[src/rtl/uart_autobaud_tx_pkg.sv]
`default_nettype none
// ============================================================================
// Module      : uart_autobaud_tx_pkg
// Description : Shared definitions for the auto-baud UART transmitter:
//               FSM state encoding, default calibration character and
//               frame-length constants (8N1 / 8E1).
//               Build option: UART_TX_PARITY_EN selects 8E1 framing.
// Revision    : 1.0 - initial release
// ============================================================================
package uart_autobaud_tx_pkg;

  typedef enum logic [2:0] {
    ST_IDLE  = 3'd0,
    ST_START = 3'd1,
    ST_DATA  = 3'd2,
    ST_PAR   = 3'd3,
    ST_STOP  = 3'd4
  } tx_state_t;

  localparam logic [7:0] SYNC_CHAR_DEFAULT = 8'h55;

  localparam int FRAME_BITS_8N1 = 10;
  localparam int FRAME_BITS_8E1 = 11;

`ifdef UART_TX_PARITY_EN
  localparam int FRAME_BITS = FRAME_BITS_8E1;
`else
  localparam int FRAME_BITS = FRAME_BITS_8N1;
`endif

endpackage
`default_nettype wire

[src/rtl/uart_autobaud_tx_bit_timer.sv]
`default_nettype none
// ============================================================================
// Module      : uart_bit_timer
// Description : Bit-period timer. While disabled it preloads div-1; while
//               enabled it counts down and raises bit_tick on the last clock
//               of each bit, reloading div-1 so every bit lasts div clocks.
// Revision    : 1.0 - initial release
// ============================================================================
module uart_bit_timer #(
  parameter int DIV_W = 16
) (
  input  logic             clk,
  input  logic             rst,
  input  logic             en,
  input  logic [DIV_W-1:0] div,
  output logic             bit_tick
);

  logic [DIV_W-1:0] cnt;

  assign bit_tick = en & (cnt == '0);

  // Count down one bit period; preload whenever idle or at a bit boundary.
  always_ff @(posedge clk) begin
    if (rst) begin
      cnt <= '0;
    end else if (!en || (cnt == '0)) begin
      cnt <= div - 1'b1;
    end else begin
      cnt <= cnt - 1'b1;
    end
  end

endmodule
`default_nettype wire

[src/rtl/uart_autobaud_tx.sv]
`default_nettype none
// ============================================================================
// Module      : uart_autobaud_tx
// Description : UART transmitter with run-time baud divisor and a sync-burst
//               mode that sends SYNC_CNT x SYNC_CHAR for a far-end auto-baud
//               receiver. Divisor writes while busy are deferred to IDLE.
//               Build option: UART_TX_PARITY_EN adds an even-parity bit.
// Revision    : 1.0 - initial release
// ============================================================================
module uart_autobaud_tx
  import uart_autobaud_tx_pkg::*;
#(
  parameter int         DIV_W       = 16,
  parameter int         DEFAULT_DIV = 434,
  parameter int         MIN_DIV     = 4,
  parameter logic [7:0] SYNC_CHAR   = SYNC_CHAR_DEFAULT,
  parameter int         SYNC_CNT    = 2
) (
  input  logic             i_clk,
  input  logic             i_rst,
  input  logic             i_div_vld,
  input  logic [DIV_W-1:0] i_div_data,
  input  logic             i_sync_req,
  input  logic             i_tx_vld,
  input  logic [7:0]       i_tx_data,
  output logic             o_tx_rdy,
  output logic             o_uart_tx,
  output logic             o_busy,
  output logic             o_sync_done
);

  localparam int               SCNT_W    = $clog2(SYNC_CNT + 1);
  localparam logic [DIV_W-1:0] MIN_DIV_V = DIV_W'(MIN_DIV);
  localparam logic [DIV_W-1:0] DEF_DIV_V = DIV_W'(DEFAULT_DIV);
  localparam logic [3:0]       LAST_POS  = 4'(FRAME_BITS - 1);

  tx_state_t         state;
  logic [DIV_W-1:0]  div;
  logic [DIV_W-1:0]  div_pend;
  logic              div_pend_vld;
  logic [DIV_W-1:0]  div_wr;
  logic [DIV_W-1:0]  div_eff;
  logic              sync_pend;
  logic              in_sync;
  logic [SCNT_W-1:0] sync_left;
  logic [7:0]        shreg;      // LSB is the next data bit to go out
  logic [3:0]        bit_pos;    // frame position of the bit on the line
  logic              line;
  logic              sync_done;
  logic              bit_tick;
  logic              accept;
  logic              sync_want;
`ifdef UART_TX_PARITY_EN
  logic              parity;
`endif

  assign div_wr    = (i_div_data < MIN_DIV_V) ? MIN_DIV_V : i_div_data;
  // A write in IDLE must already govern a frame launched in the same cycle.
  assign div_eff   = ((state == ST_IDLE) && i_div_vld) ? div_wr : div;
  assign o_tx_rdy  = (state == ST_IDLE) & ~sync_pend & ~i_rst;
  assign accept    = i_tx_vld & o_tx_rdy;
  assign sync_want = sync_pend | i_sync_req;
  assign o_busy    = (state != ST_IDLE);
  assign o_uart_tx = line;
  assign o_sync_done = sync_done;

  uart_bit_timer #(
    .DIV_W (DIV_W)
  ) u_bit_timer (
    .clk      (i_clk),
    .rst      (i_rst),
    .en       (o_busy),
    .div      (div_eff),
    .bit_tick (bit_tick)
  );

  // Frame sequencer, shifter, sync-burst control and divisor bookkeeping.
  always_ff @(posedge i_clk) begin
    if (i_rst) begin
      state        <= ST_IDLE;
      line         <= 1'b1;
      sync_done    <= 1'b0;
      div          <= DEF_DIV_V;
      div_pend     <= DEF_DIV_V;
      div_pend_vld <= 1'b0;
      sync_pend    <= 1'b0;
      in_sync      <= 1'b0;
      sync_left    <= '0;
      shreg        <= '0;
      bit_pos      <= '0;
`ifdef UART_TX_PARITY_EN
      parity       <= 1'b0;
`endif
    end else begin
      sync_done <= 1'b0;
      if (i_div_vld) begin
        if (state == ST_IDLE) begin
          div <= div_wr;
        end else begin
          div_pend     <= div_wr;
          div_pend_vld <= 1'b1;
        end
      end
      // Requests arriving during a burst are absorbed.
      if (i_sync_req && !in_sync) sync_pend <= 1'b1;

      unique case (state)
        ST_IDLE: begin
          line <= 1'b1;
          if (accept) begin
            shreg   <= i_tx_data;
`ifdef UART_TX_PARITY_EN
            parity  <= ^i_tx_data;
`endif
            state   <= ST_START;
            line    <= 1'b0;
            bit_pos <= 4'd0;
          end else if (sync_want) begin
            in_sync   <= 1'b1;
            sync_pend <= 1'b0;
            sync_left <= SCNT_W'(SYNC_CNT);
            shreg     <= SYNC_CHAR;
`ifdef UART_TX_PARITY_EN
            parity    <= ^SYNC_CHAR;
`endif
            state     <= ST_START;
            line      <= 1'b0;
            bit_pos   <= 4'd0;
          end
        end
        ST_START: begin
          if (bit_tick) begin
            line    <= shreg[0];
            shreg   <= shreg >> 1;
            bit_pos <= bit_pos + 4'd1;
            state   <= ST_DATA;
          end
        end
        ST_DATA: begin
          if (bit_tick) begin
            bit_pos <= bit_pos + 4'd1;
            if (bit_pos == 4'd8) begin
`ifdef UART_TX_PARITY_EN
              line  <= parity;
              state <= ST_PAR;
`else
              line  <= 1'b1;
              state <= ST_STOP;
`endif
            end else begin
              line  <= shreg[0];
              shreg <= shreg >> 1;
            end
          end
        end
`ifdef UART_TX_PARITY_EN
        ST_PAR: begin
          if (bit_tick) begin
            line    <= 1'b1;
            bit_pos <= bit_pos + 4'd1;
            state   <= ST_STOP;
          end
        end
`endif
        ST_STOP: begin
          if (bit_tick && (bit_pos == LAST_POS)) begin
            if (in_sync && (sync_left > SCNT_W'(1))) begin
              // next calibration character, back-to-back
              sync_left <= sync_left - SCNT_W'(1);
              shreg     <= SYNC_CHAR;
              state     <= ST_START;
              line      <= 1'b0;
              bit_pos   <= 4'd0;
            end else if (!in_sync && sync_want) begin
              // byte frame done, burst follows directly
              in_sync   <= 1'b1;
              sync_pend <= 1'b0;
              sync_left <= SCNT_W'(SYNC_CNT);
              shreg     <= SYNC_CHAR;
`ifdef UART_TX_PARITY_EN
              parity    <= ^SYNC_CHAR;
`endif
              state     <= ST_START;
              line      <= 1'b0;
              bit_pos   <= 4'd0;
            end else begin
              state   <= ST_IDLE;
              line    <= 1'b1;
              in_sync <= 1'b0;
              if (in_sync) sync_done <= 1'b1;
              if (i_div_vld) begin
                div          <= div_wr;
                div_pend_vld <= 1'b0;
              end else if (div_pend_vld) begin
                div          <= div_pend;
                div_pend_vld <= 1'b0;
              end
            end
          end
        end
        default: begin
          state <= ST_IDLE;
          line  <= 1'b1;
        end
      endcase
    end
  end

endmodule
`default_nettype wire

[config.mk]
export PLATFORM = sky130hd
export DESIGN_NAME = uart_autobaud_tx
export DESIGN_NICKNAME = d
export VERILOG_FILES = /design/src/rtl/uart_autobaud_tx_pkg.sv /design/src/rtl/uart_autobaud_tx_bit_timer.sv /design/src/rtl/uart_autobaud_tx.sv
export SDC_FILE = /design/constraint.sdc
export NUM_CORES = 1
export LEC_CHECK = 0
export ABC_AREA = 1
export BUFFER_PORTS_ARGS = -buffer_cell sky130_fd_sc_hd__buf_2
export CAP_MARGIN = 40
export CORE_MARGIN = 2
export CORE_UTILIZATION = 40
export DETAILED_ROUTE_END_ITERATION = 10
export PLACE_DENSITY_LB_ADDON = 0.15
export SYNTH_ARGS = -nofsm -noshare
export SYNTH_HDL_FRONTEND = slang
export SYNTH_SLANG_ARGS = --single-unit
[constraint.sdc]
create_clock -name i_clk -period 2.57 [get_ports i_clk]
set_input_delay 0.514 -clock i_clk [delete_from_list [all_inputs] [get_ports i_clk]]
set_output_delay 0.514 -clock i_clk [all_outputs]
set_load 0.03 [all_outputs]
# ---- Word level (Yosys, flattened, before mapping)
# Cells that the tools add are included.
dict set report op_classes {
  n_addsub 4
  magnitude_cmp 2
  n_eq_ne 16
  muxes 73
  bitwise_logic 10
  n_reduce_logical 23
}
# cell count
set op_table {}
lappend op_table {{$mux 16} 11}
lappend op_table {{$mux 8} 8}
lappend op_table {{$pmux 8 s4} 1}
lappend op_table {{$sub 16x1->16 const B} 2}
lappend op_table {{$mux 1} 30}
lappend op_table {{$mux 4} 6}
lappend op_table {{$reduce_and 5->1} 4}
lappend op_table {{$mux 3} 6}
lappend op_table {{$logic_not 16->1} 1}
lappend op_table {{$lt 16x3->1 const B} 1}
lappend op_table {{$ne 2x2->1 const B} 8}
lappend op_table {{$pmux 3 s4} 1}
lappend op_table {{$pmux 4 s3} 1}
lappend op_table {{$mux 2} 5}
lappend op_table {{$eq 4x4->1 const B} 2}
lappend op_table {{$reduce_and 7->1} 1}
lappend op_table {{$ne 3x3->1 const B} 2}
lappend op_table {{$reduce_bool 3->1} 2}
lappend op_table {{$logic_and 1x1->1} 5}
lappend op_table {{$not 1->1} 5}
lappend op_table {{$reduce_or 5->1} 1}
lappend op_table {{$add 4x1->4 const B} 1}
lappend op_table {{$and 1x1->1} 4}
lappend op_table {{$pmux 1 s2} 2}
lappend op_table {{other kinds (17)} 18}
dict set report totals {
  register_bits 70
  in_bits 29
  out_inout_bits 4
  elab_cells 140
}

# ---- Logic depth before layout (Yosys ltp)
dict set report depth {
  ltp_word 10
  ltp_mapped 15
  mapped_depth_nobuf 15
}

# ---- By module
# A second synthesis with hierarchy kept.
dict set report hier_totals {
  cells_unflattened 668
  area_unflattened_um2 4252.8
}
# mod instances cells_per_inst area_each_um2 seq_area_each_um2
set by_module_without_submodules {}
lappend by_module_without_submodules {uart_autobaud_tx 1 463 2955.3 1081.0}
lappend by_module_without_submodules {uart_bit_timer 1 205 1297.5 320.3}

# ---- Least setup slack after synthesis
# No wires, ideal clock.
dict set report synth_path {
  path_type {input to register}
  from {input port i_rst}
  to {register shreg[2]}
  setup_ps 113
  arrival_time_ps 1813
  required_time_ps 2457
  slack_ps 645
  path_stages 14
  n_path_buf 2
  path_cell_list {buf_2 > clkinv_1 > nand2_2 > nor2_4 > nand2_4 > nand2_4 > nand2_2 > nor3_2 > nand2_2 > inv_2 > buf_6 > nand2_1 > nand2_1 > nor2_1}
}
dict set report synth_via {
  elab_chain_len 5
  word_cells_on_any_way 7
  cone_classes {eq/ne (1); mux (2); bitwise (3); reduce/logical (1)}
}
# element line
set synth_rtl {}
lappend synth_rtl {{start, declared} uart_autobaud_tx.sv:20} ;# input logic i_rst,
lappend synth_rtl {{$not 1->1 (*)} uart_autobaud_tx.sv:60} ;# assign o_tx_rdy = (state == ST_IDLE) & ~sync_pend & ~i_rst;
lappend synth_rtl {{$and 1x1->1 (*)} uart_autobaud_tx.sv:60}
lappend synth_rtl {{via o_tx_rdy} uart_autobaud_tx.sv:26} ;# output logic o_tx_rdy,
lappend synth_rtl {{$and 1x1->1 (*)} uart_autobaud_tx.sv:61} ;# assign accept = i_tx_vld & o_tx_rdy;
lappend synth_rtl {{$ne 3x3->1 (no line) / $mux 8 (equally long branches)} n/a}
lappend synth_rtl {{$reduce_and 7->1 (no line) / $pmux 8 s4 (equally long branches)} n/a}
lappend synth_rtl {{end signal, assigned} uart_autobaud_tx.sv:111} ;# shreg <= i_tx_data;
lappend synth_rtl {{end signal, assigned} uart_autobaud_tx.sv:134} ;# shreg <= shreg >> 1;
lappend synth_rtl {{end signal, assigned} uart_autobaud_tx.sv:152} ;# shreg <= shreg >> 1;
lappend synth_rtl {{end, declared} uart_autobaud_tx.sv:46} ;# logic [7:0] shreg;
# Mark *: on every way through the listed nets, which the timed path passes. The rest lies on a longest branch.
# A chain may end at the register's enable or synchronous reset.

# ---- Worst setup path after layout
dict set report layout_path {
  from {register state[2]}
  to {register u_bit_timer.cnt[4]}
}
dict set report layout_via {
  elab_chain_len 5
  word_cells_on_any_way 8
  cone_classes {add/sub (1); mux (2); reduce/logical (5)}
}
# element line
set layout_rtl {}
lappend layout_rtl {{start, declared} uart_autobaud_tx.sv:37} ;# tx_state_t state;
lappend layout_rtl {{start signal, assigned} uart_autobaud_tx.sv:80} ;# state <= ST_IDLE;
lappend layout_rtl {{start signal, assigned} uart_autobaud_tx.sv:115} ;# state <= ST_START;
lappend layout_rtl {{start signal, assigned} uart_autobaud_tx.sv:126} ;# state <= ST_START;
lappend layout_rtl {{$logic_not 3->1} uart_autobaud_tx.sv:59} ;# assign div_eff = ((state == ST_IDLE) && i_div_vld) ? div_wr : div;
lappend layout_rtl {{$logic_and 1x1->1} uart_autobaud_tx.sv:59}
lappend layout_rtl {{$mux 16} uart_autobaud_tx.sv:59}
lappend layout_rtl {{$sub 16x1->16} uart_autobaud_tx_bit_timer.sv:28} ;# cnt <= div - 1'b1;
lappend layout_rtl {{$mux 16 (*)} uart_autobaud_tx_bit_timer.sv:27} ;# end else if (!en || (cnt == '0)) begin
lappend layout_rtl {{end signal, assigned} uart_autobaud_tx_bit_timer.sv:28}
lappend layout_rtl {{end signal, assigned} uart_autobaud_tx_bit_timer.sv:30} ;# cnt <= cnt - 1'b1;
lappend layout_rtl {{end, declared} uart_autobaud_tx_bit_timer.sv:19} ;# logic [DIV_W-1:0] cnt;
# Every way passes the cells marked *; elsewhere a longest branch is shown, timed or not.

==> metrics.cfg <==
[setup_path]
end_kind = flop
required_ns = 2.80
worstPathArrival_ns = 2.38
r2r-end = u_bit_timer.cnt[4]
cp_cell_sequence = inv_1 -> nand3_4 -> inv_2 -> nand3_1 -> nand3_1 -> nand2_1 -> ha_1 -> nand3_2 -> nor2_1 -> o21ai_0 -> a21oi_1
critPathKind = reg -> reg
cp_slowest_cell = dfxtp_1
critical_path.top_delay_family = simple AND/OR/NAND/NOR gates
r2r_start = state[2]
cp-start-kind = flop
cpPeakStageDelay_ns = 0.30
r2r_cells = 11
worstPathMaxFanout = 25
regToRegSetupSlack_ns = 0.41
path_buf_inv = 2
crit_path_frequent_cell = nand3_1

[sta]
setup-violations-final = 0
finClkSkew_ns = 0.0119
hold_viol = 0
fin_crit_sh_pct = 83.9
relSlewSlack_pct = 72.5
tightest_slew_ns = 0.412
setup_ws_ns = 0.413
rsz0062_at_grt = no
holdWs_ns = 0.406
min_period_ns = 2.16
drv_slew = 0
timing.fmax_ghz = 0.464
tns_ns = 0

[floorplanning]
fp-row-count = 36
die-area_um2 = 10700
coreArea_um2 = 9680
die_w_um = 103
die_y_um = 103
ios = 33
start_util_pct = 40.7

[cells_and_area]
register_area_um2 = 1400
layout_common_cells = nand2_1, nor2_1, dfxtp_1
layout_commonest_cell = nand2_1
drive_gt1_share_pct = 14.8
final_cells = 767
final_util_pct = 45.4
fillCellCount = 1019
area_growth_pct = 11.6
antenna_cells = 0
finalInstanceArea_um2 = 4400
multiInputGateArea_um2 = 2190
nets = 664

[grt]
grt_start_max_net_pins = 36
antenna_found_initial = 0
grt_overflow = 0
grt_pass1_vias = 3415
grt_pass1_wl_um = 16500
grt_use_total_pct = 19.9

[logic_synthesis]
yosysSeqAreaShare_pct = 35.6
synthFlopType = dfxtp_1
syn_avg_cell_area_um2 = 6.56
synth_warnings = 0
ys_async_sr_fraction_pct = 0
synth_cells = 601
synth-seq-cells = 70
synth_edf_count = 0
synthesis.area_um2 = 3940
synthesis.nets = 635
yosysUniqueCellTypes = 39

[place]
dpl.cell_count = 752
dp_slack_ns = 0.269
dpl-instance-area_um2 = 4210
dp_hpwl_um = 7360
routabilityCongestion = 0.906
io_buffers = 32

[worst_hold_path]
worstHoldEndpoint = shreg[7]
hold_depth = 3
min-delay-path-class = in -> reg
min-delay-start = i_tx_data[7]

[clocking]
path_clk_slew_ns = 0.08
cts_setup_buffers = 0
cts_tree = yes
cts_root_buf = clkbuf_8
ctsHoldBuffers = 0
cts_resized = 0
cts.sinks = 70
htree_levels = 3
clock_path_buffers = 2
insertion_delay_ns = 0.35
cts_inserted_buffers = 9

[power]
ir_drop_uv = 432
power_mw = 5.28
p_leak_nw = 2.01
pwr_density_cell_nw_per_um2 = 1200

[routing]
avgViaCountPerCell = 4.94
drtAntennaViolNets = 0
drc = 0
first_pass_iters = 4
drt-total-wl_um = 10000
vias = 3792
post_drt_wl_per_cell_um = 13.1
drtIter0Drc = 182

[job]
maxCapViolations = 0

[outcome]
outcome = complete, no violations

==> area by class of cell <==
class                   instances  share of cell area (%)
clock buffers                   9                    2.82
flip-flops and latches         70                    31.9
well taps                     133                    3.78
clock inverters                 6                    1.45
inverters                      62                    5.40
repair buffers                 40                    5.01
multi-input cells             447                    49.7
==> report_power, final <==
group / switching, mW / leakage (nW) / total (mW) / internal, mW
registers: 0.164 / 0.576 / 1.56 / 1.40
logic: 1.92 / 1.34 / 2.82 / 0.907
clock network: 0.450 / 0.0911 / 0.891 / 0.441
total: 2.53 / 2.01 / 5.28 / 2.75
==> metal layers <==
metal,part of all wire [%],track usage [%]
met4,1.6,6.48
met2,42,30.1
met1,52,28.7
met5,0,0
met3,3.9,3.56
==> worst min-delay path: cells and delay by family <==
family                 cells  cell delay, ns
AO/OA/AOI/OAI              1            0.06
buffers and inverters      1            0.09
AND/OR/NAND/NOR            1            0.05
==> flip-flops by register name, summed over array words and instances (netlist names) <==
signal,flops
o_sync_done,1
o_uart_tx,1
in_sync,1
div_pend,16
div,16
div_pend_vld,1
bit_pos,4
u_bit_timer.cnt,16
shreg,8
sync_pend,1
state,3
sync_left,2
==> synth_stat cells, types with 2 or more instances <==
cell | instances | area share, %
clkbuf_1 | 12 | 1.1
dfxtp_1 | 70 | 36
a211oi_1 | 4 | 0.76
nor2_1 | 73 | 7.0
nand2_1 | 173 | 16
nor3_1 | 4 | 0.51
nor2_4 | 6 | 1.7
nand3_1 | 34 | 4.3
nor2_2 | 5 | 0.79
nand3_2 | 4 | 1.0
a22o_1 | 3 | 0.67
o31ai_1 | 2 | 0.38
inv_1 | 52 | 5.0
nand4_1 | 4 | 0.63
a21oi_1 | 48 | 6.1
clkinv_1 | 3 | 0.29
inv_2 | 6 | 0.57
buf_2 | 6 | 0.76
nand2_4 | 4 | 1.1
nand3b_1 | 2 | 0.38
or2_2 | 3 | 0.48
o211ai_1 | 12 | 2.3
o22ai_1 | 4 | 0.63
o21ai_0 | 37 | 4.7
o21ai_1 | 4 | 0.51
o221ai_1 | 2 | 0.44
nand2_2 | 6 | 0.95
buf_6 | 3 | 0.86
ha_1 | 5 | 1.6
==> cell families (layout without fill, tap and decap cells) <==
group           Yosys count  count (layout)  share of synthesized area, %
simple gates            322             322                          36.5
buf+inv                  84             117                          8.98
compound gates          120             120                          17.3
flops                    70              70                          35.6
fa+ha+maj                 5               5                          1.59
==> worst max path at each step <==
stage / startpoint / to / slack, ns / cells past startpoint
2_1_floorplan: i_rst / shreg[2] / 0.64 / 14
3_3_place_gp: i_div_data[5] / u_bit_timer.cnt[14] / 0.33 / 15
3_5_place_dp: i_div_vld / u_bit_timer.cnt[8] / 0.27 / 11
4_1_cts: state[2] / u_bit_timer.cnt[8] / 0.43 / 10
5_1_grt: state[2] / u_bit_timer.cnt[7] / 0.19 / 11
6_report: state[2] / u_bit_timer.cnt[4] / 0.41 / 11
Power figures use the tool's default switching activity.
